--- src/rtl/cd_target_entry.sv ---
// cd_target_entry: button-driven H:M:S target editor producing a second count and a one-cycle load strobe.
module cd_target_entry #(
  parameter int REPEAT_DELAY  = 50_000_000,
  parameter int REPEAT_PERIOD = 10_000_000,
  parameter int HH_MAX        = 35
) (
  input  logic        clk,
  input  logic        rst,
  input  logic        btn_sel,
  input  logic        btn_up,
  input  logic        btn_down,
  input  logic        btn_load,
  input  logic        locked,
  output logic [5:0]  hh,
  output logic [5:0]  mm,
  output logic [5:0]  ss,
  output logic [1:0]  field,
  output logic [16:0] tar_sec,
  output logic        init_en
);
  typedef enum logic [1:0] {EDIT, CALC, FIRE} state_t;
  localparam int RW = $clog2(REPEAT_DELAY + 1);
  state_t state, state_nx;
  logic [3:0] btn, prev, rise;
  logic [RW-1:0] rcnt;
  logic active, one, rep, do_load, do_sel, step;
  logic [5:0] cur, top, nxt;
  always_comb begin
    btn = {btn_load, btn_down, btn_up, btn_sel};
    rise = btn & ~prev;
    active = state == EDIT && !locked;
    one = btn_up ^ btn_down;
    rep = one && rcnt == RW'(REPEAT_DELAY - 1);
    do_load = active && rise[3];
    do_sel = active && !rise[3] && rise[0];
    // load and sel both outrank a step, so an up/down edge or repeat tick in that cycle is dropped
    step = active && !rise[3] && !rise[0] && one && (rise[1] || rise[2] || rep);
    cur = field == 2'd2 ? hh : field == 2'd1 ? mm : ss;
    top = field == 2'd2 ? 6'(HH_MAX) : 6'd59;
    nxt = btn_up ? (cur == top ? 6'd0 : cur + 6'd1) : (cur == 6'd0 ? top : cur - 6'd1);
    state_nx = state == EDIT ? (do_load ? CALC : EDIT) : state == CALC ? FIRE : EDIT;
  end
  always_ff @(posedge clk)
    state <= rst ? EDIT : state_nx;
  always_ff @(posedge clk) begin
    if (rst) begin
      prev <= '0;
      rcnt <= '0;
      hh <= '0;
      mm <= '0;
      ss <= '0;
      field <= '0;
      tar_sec <= '0;
      init_en <= 1'b0;
    end else begin
      prev <= btn;
      init_en <= state == FIRE;
      if (!active || !one || rise[1] || rise[2]) rcnt <= '0;
      else rcnt <= rep ? RW'(REPEAT_DELAY - REPEAT_PERIOD) : rcnt + RW'(1);
      if (state == CALC) tar_sec <= 17'(hh) * 17'd3600 + 17'(mm) * 17'd60 + 17'(ss);
      if (do_sel) field <= field == 2'd2 ? 2'd0 : field + 2'd1;
      if (step && field == 2'd2) hh <= nxt;
      if (step && field == 2'd1) mm <= nxt;
      if (step && field == 2'd0) ss <= nxt;
    end
  end
endmodule

--- config.mk ---
export PLATFORM = sky130hd
export DESIGN_NAME = cd_target_entry
export DESIGN_NICKNAME = d
export VERILOG_FILES = /design/src/rtl/cd_target_entry.sv
export SDC_FILE = /design/constraint.sdc
export NUM_CORES = 1
export LEC_CHECK = 0
export BUFFER_PORTS_ARGS = -buffer_cell sky130_fd_sc_hd__buf_4
export CORE_ASPECT_RATIO = 1.1
export CORE_UTILIZATION = 55
export CTS_CLUSTER_SIZE = 20
export DETAILED_ROUTE_END_ITERATION = 8
export PLACE_DENSITY = 0.75
export SLEW_MARGIN = 20
export SYNTH_ARGS = -nofsm -noshare
export SYNTH_HDL_FRONTEND = slang
export SYNTH_SLANG_ARGS = --single-unit
--- constraint.sdc ---
create_clock -name clk -period 6.58 [get_ports clk]
set_clock_uncertainty 0.1 [all_clocks]
set_input_delay 0.329 -clock clk [delete_from_list [all_inputs] [get_ports clk]]
set_output_delay 0.329 -clock clk [all_outputs]
set_load 0.01 [all_outputs]
==> impl_results.rst <==
.. list-table::
   :header-rows: 1

   * - Metric
     - Value
   * - Number of core rows
     - 35
   * - Final core utilization
     - approximately 66%
   * - Width of the chip
     - 92.6 um
   * - Hold WC Path Type
     - input port to flip-flop
   * - CTS Buf Count
     - 9
   * - Grt total ovfl
     - 0
   * - Total length of routed wires
     - about 11000 um
   * - Detail Placement HPWL
     - 8550 um
   * - Fin Setup TNS
     - 0 ns
   * - Clock Latency Late Sink
     - 0.35 ns
   * - Share of flip-flops with an asynchronous set or reset
     - 0%
   * - Post-cts repair resize count
     - 0
   * - Synth top area cells
     - sky130_fd_sc_hd__dfxtp_1 28%, sky130_fd_sc_hd__ha_1 14%, sky130_fd_sc_hd__fa_1 6.9%
   * - Data required, critical path
     - 6.74 ns
   * - Total via count in the routed design
     - roughly 4.2k
   * - Achievable Freq
     - just under 0.2 GHz
   * - Ratio of cells with drive above 1 in the final layout
     - between 10% and 20%
   * - Antenna violations before repair
     - 0
   * - Unrepaired setup endpoints after global routing
     - false
   * - Count of placed standard cells in the final layout, fillers left out
     - ~730
   * - Number of design rule violations left after detail routing
     - 0
   * - Comb pwr share
     - approximately 7.6%
   * - Final critical path time including I/O delays and setup
     - ~5.1 ns
   * - Layout area overhead
     - 13.7%
   * - Critical setup path kind
     - flip-flop to flip-flop
   * - Cell taking the most area after synthesis
     - sky130_fd_sc_hd__dfxtp_1
   * - Maximum fanout encountered on the critical timing path
     - 6
   * - Crit. Startpoint
     - mm[3]
   * - Mean area per synthesized cell
     - between 8 and 9 um2
   * - Primary flip-flop cell chosen by synthesis mapping
     - sky130_fd_sc_hd__dfxtp_1
   * - Start of the worst register-to-register path
     - mm[3]
   * - Register area share after synthesis
     - between 20 and 30%
   * - Kind of end point of the critical path
     - flip-flop
   * - Cells after Synth
     - 574
   * - Antenna-violating nets left
     - 0
   * - FF-to-FF setup slack
     - roughly 1.5 ns
   * - Largest net degree at the start of global routing
     - 29
   * - Sink count of the clock tree
     - 70
   * - Final-report setup violation count
     - 0
   * - Relative slew margins
     - approximately 45%
   * - Critical hold path startpoint
     - btn_load
   * - Setup bufs post-CTS
     - 0
   * - Post-Place Cells
     - slightly above 700
   * - H-tree lvl count
     - 3
   * - Static Leak
     - about 2.4 nW
   * - Maximum vdd ir drop
     - roughly 0.083 mV
   * - Via-per-instance ratio
     - slightly below 6
   * - Average routed wire per standard cell
     - ~15 um
   * - Core Footprint
     - roughly 8600 um2
   * - Final estimated routing congestion in global placement
     - around 0.87
   * - Clock tree from TritonCTS
     - yes
   * - Outcome
     - completed
   * - Sw Share
     - around a quarter
   * - Net Sw Power
     - ~0.23 mW
   * - PD cells
     - 161 nW/um2
   * - Number of search-and-repair iterations in the first detailed-routing pass
     - 5
   * - Die Height
     - just over 100 um
   * - Cell Int Power
     - around 0.68 mW
   * - Starting Density
     - ~58%
   * - Total GRT Usage
     - 24.9%
   * - Violation count after the first detailed-routing iteration
     - approximately 190
   * - Clk pwr share
     - between 40 and 50%
   * - Wire length of the first global-routing pass
     - around 19000 um
   * - Summed instance area of the synthesized netlist
     - 4960 um2
   * - Clk slew on worst S/H paths
     - ~0.09 ns
   * - Total of warnings raised by yosys
     - 0
   * - Clock buffer depth
     - 2
   * - Root buffer cell
     - sky130_fd_sc_hd__clkbuf_8
   * - Layout net count
     - ~690
   * - Measured slew at the worst slew-check pin
     - 0.827 ns
   * - Final Hold Violating Endpoints
     - 0
   * - Max Cap Viol
     - 0
   * - Number of nets produced by synthesis
     - between 600 and 700
   * - Final period util
     - 76.9%
   * - Critical path startpoint category
     - flip-flop
   * - Top-level I/O count
     - 45
   * - Count of input and output buffers
     - 44
   * - Die area
     - 9410 um2
   * - Synthesis-stage register bit count
     - 70
   * - Number of global-route vias before repair
     - 3955
   * - Share of power burned in registers
     - about 48%
   * - Area share of the leading cell type in the synthesized netlist
     - about 28%
   * - Post-synth EDFFs
     - 0
   * - Final-report max-slew violation count
     - 0
   * - Diodes inserted
     - 0
   * - Yosys cell types
     - 54
   * - Endpoint arrival time on the critical path
     - about 5.2 ns
   * - Number of hold buffers added after cts
     - 0
-- area by class of cell --
cell class | count | area [um2]
sequential | 70 | 1400
tap | 111 | 139
multi-input combinational | 427 | 3320
clock buffer | 9 | 124
fill | 741 | 2940
inverter | 58 | 218
clock inverter | 7 | 105
timing repair buffer | 45 | 338
-- kinds of logic (layout without fill, tap and decap cells) --
logic type               Yosys count  after routing  synth area share, %
buffers and inverters             77            119                 6.08
AND/OR/NAND/NOR                  166            166                 16.4
AO/OA/AOI/OAI                    120            120                 15.6
flip-flops                        70             70                 28.2
XOR/XNOR                          44             44                 7.77
multiplexers                      26             26                 5.40
adder cells (fa/ha/maj)           71             71                 20.5
-- per-stage QoR --
step / setup slack (ns) / total power [mW] / cell area [um2] / hold WS (ns)
after floorplan: 1.89 / 0.492 / 4960 / 0.341
after global placement: 1.76 / 0.512 / 5370 / 0.354
after detailed placement: 1.55 / 0.514 / 5390 / 0.353
after CTS: 1.51 / 0.916 / 5620 / 0.0901
after global routing: 1.20 / 0.947 / 5640 / 0.0894
final: 1.52 / 0.910 / 5640 / 0.0990
-- placed cells by master (no fill, tap or decap), drive strengths merged, types with 9 or more instances in the layout --
| cell | instances |
|---|---|
| xor2 | 17 |
| nand2 | 46 |
| o21ai | 22 |
| mux2i | 20 |
| nand4 | 12 |
| buf | 45 |
| inv | 61 |
| dfxtp | 70 |
| xnor2 | 27 |
| ha | 54 |
| a211oi | 11 |
| a31oi | 9 |
| nor2 | 44 |
| clkbuf | 9 |
| a21oi | 36 |
| a21o | 9 |
| nor3 | 9 |
| nor2b | 9 |
| fa | 17 |
| nand3 | 17 |
-- worst max-delay path: stages, from the launching register on --
cell,delay (ns)
sky130_fd_sc_hd__dfxtp_1,0.48
sky130_fd_sc_hd__inv_1,0.20
sky130_fd_sc_hd__fa_1,0.49
sky130_fd_sc_hd__fa_1,0.51
sky130_fd_sc_hd__inv_1,0.04
sky130_fd_sc_hd__ha_1,0.33
sky130_fd_sc_hd__a21oi_1,0.23
sky130_fd_sc_hd__o21bai_1,0.09
sky130_fd_sc_hd__a21oi_1,0.22
sky130_fd_sc_hd__o21ai_0,0.15
sky130_fd_sc_hd__xor2_1,0.17
sky130_fd_sc_hd__ha_1,0.29
sky130_fd_sc_hd__ha_1,0.34
sky130_fd_sc_hd__and2_1,0.17
sky130_fd_sc_hd__nand4_1,0.10
sky130_fd_sc_hd__a21oi_1,0.24
sky130_fd_sc_hd__nor3_1,0.09
sky130_fd_sc_hd__or4_1,0.47
sky130_fd_sc_hd__a311oi_1,0.25
-- final timing paths --
| kind | end | cells after the start |
|---|---|---|
| worst max register to register | tar_sec[16] | 18 |
| worst min-delay path | prev[3] | 2 |
| worst min register to register | tar_sec[10] | 2 |
| worst max-delay path | tar_sec[16] | 18 |
-- routing by layer --
| layer | track usage (%) | vias up | share of wire [%] |
|---|---|---|---|
| li1 | - | 2093 | - |
| met1 | 31.9 | 1973 | 44 |
| met2 | 43.1 | 110 | 49 |
| met3 | 4.73 | 13 | 5.7 |
| met4 | 6.85 | 0 | 1.1 |
| met5 | 0 | - | 0 |
-- flip-flops by register name (all words and copies together), names as in the netlist --
signal,cells
rcnt,26
hh,6
init_en,1
field,2
prev,4
mm,6
tar_sec,17
ss,6
state,2
-- power by group through the flow --
stage	combinational (mW)	clock, mW	sequential (mW)
after floorplan	0.0475	0	0.444
after global placement	0.0658	0	0.446
after CTS	0.0682	0.411	0.437
final	0.0695	0.403	0.437
after detailed placement	0.0675	0	0.447
after global routing	0.0764	0.433	0.438
-- cells in the mapped netlist (all sizes together) (2+ instances only) --
cell type	count
o22ai	3
a31o	2
nor2b	9
nand3	17
a2111oi	7
o21ai	22
nor2	44
o31ai	2
and4	3
nor3	9
mux2i	20
a21o	9
nand2	46
clkbuf	9
dfxtp	70
nand2b	2
o21a	2
o211ai	2
and2	3
nor4	5
or4	5
a21oi	36
xor2	17
nand4	12
ha	54
a311oi	2
inv	58
a211oi	11
buf	10
fa	17
xnor2	27
and3	4
a32oi	2
or3	2
nor4b	2
o21bai	4
nand3b	2
mux2	6
a31oi	9
No activity file was read; power rests on OpenSTA's default activity.
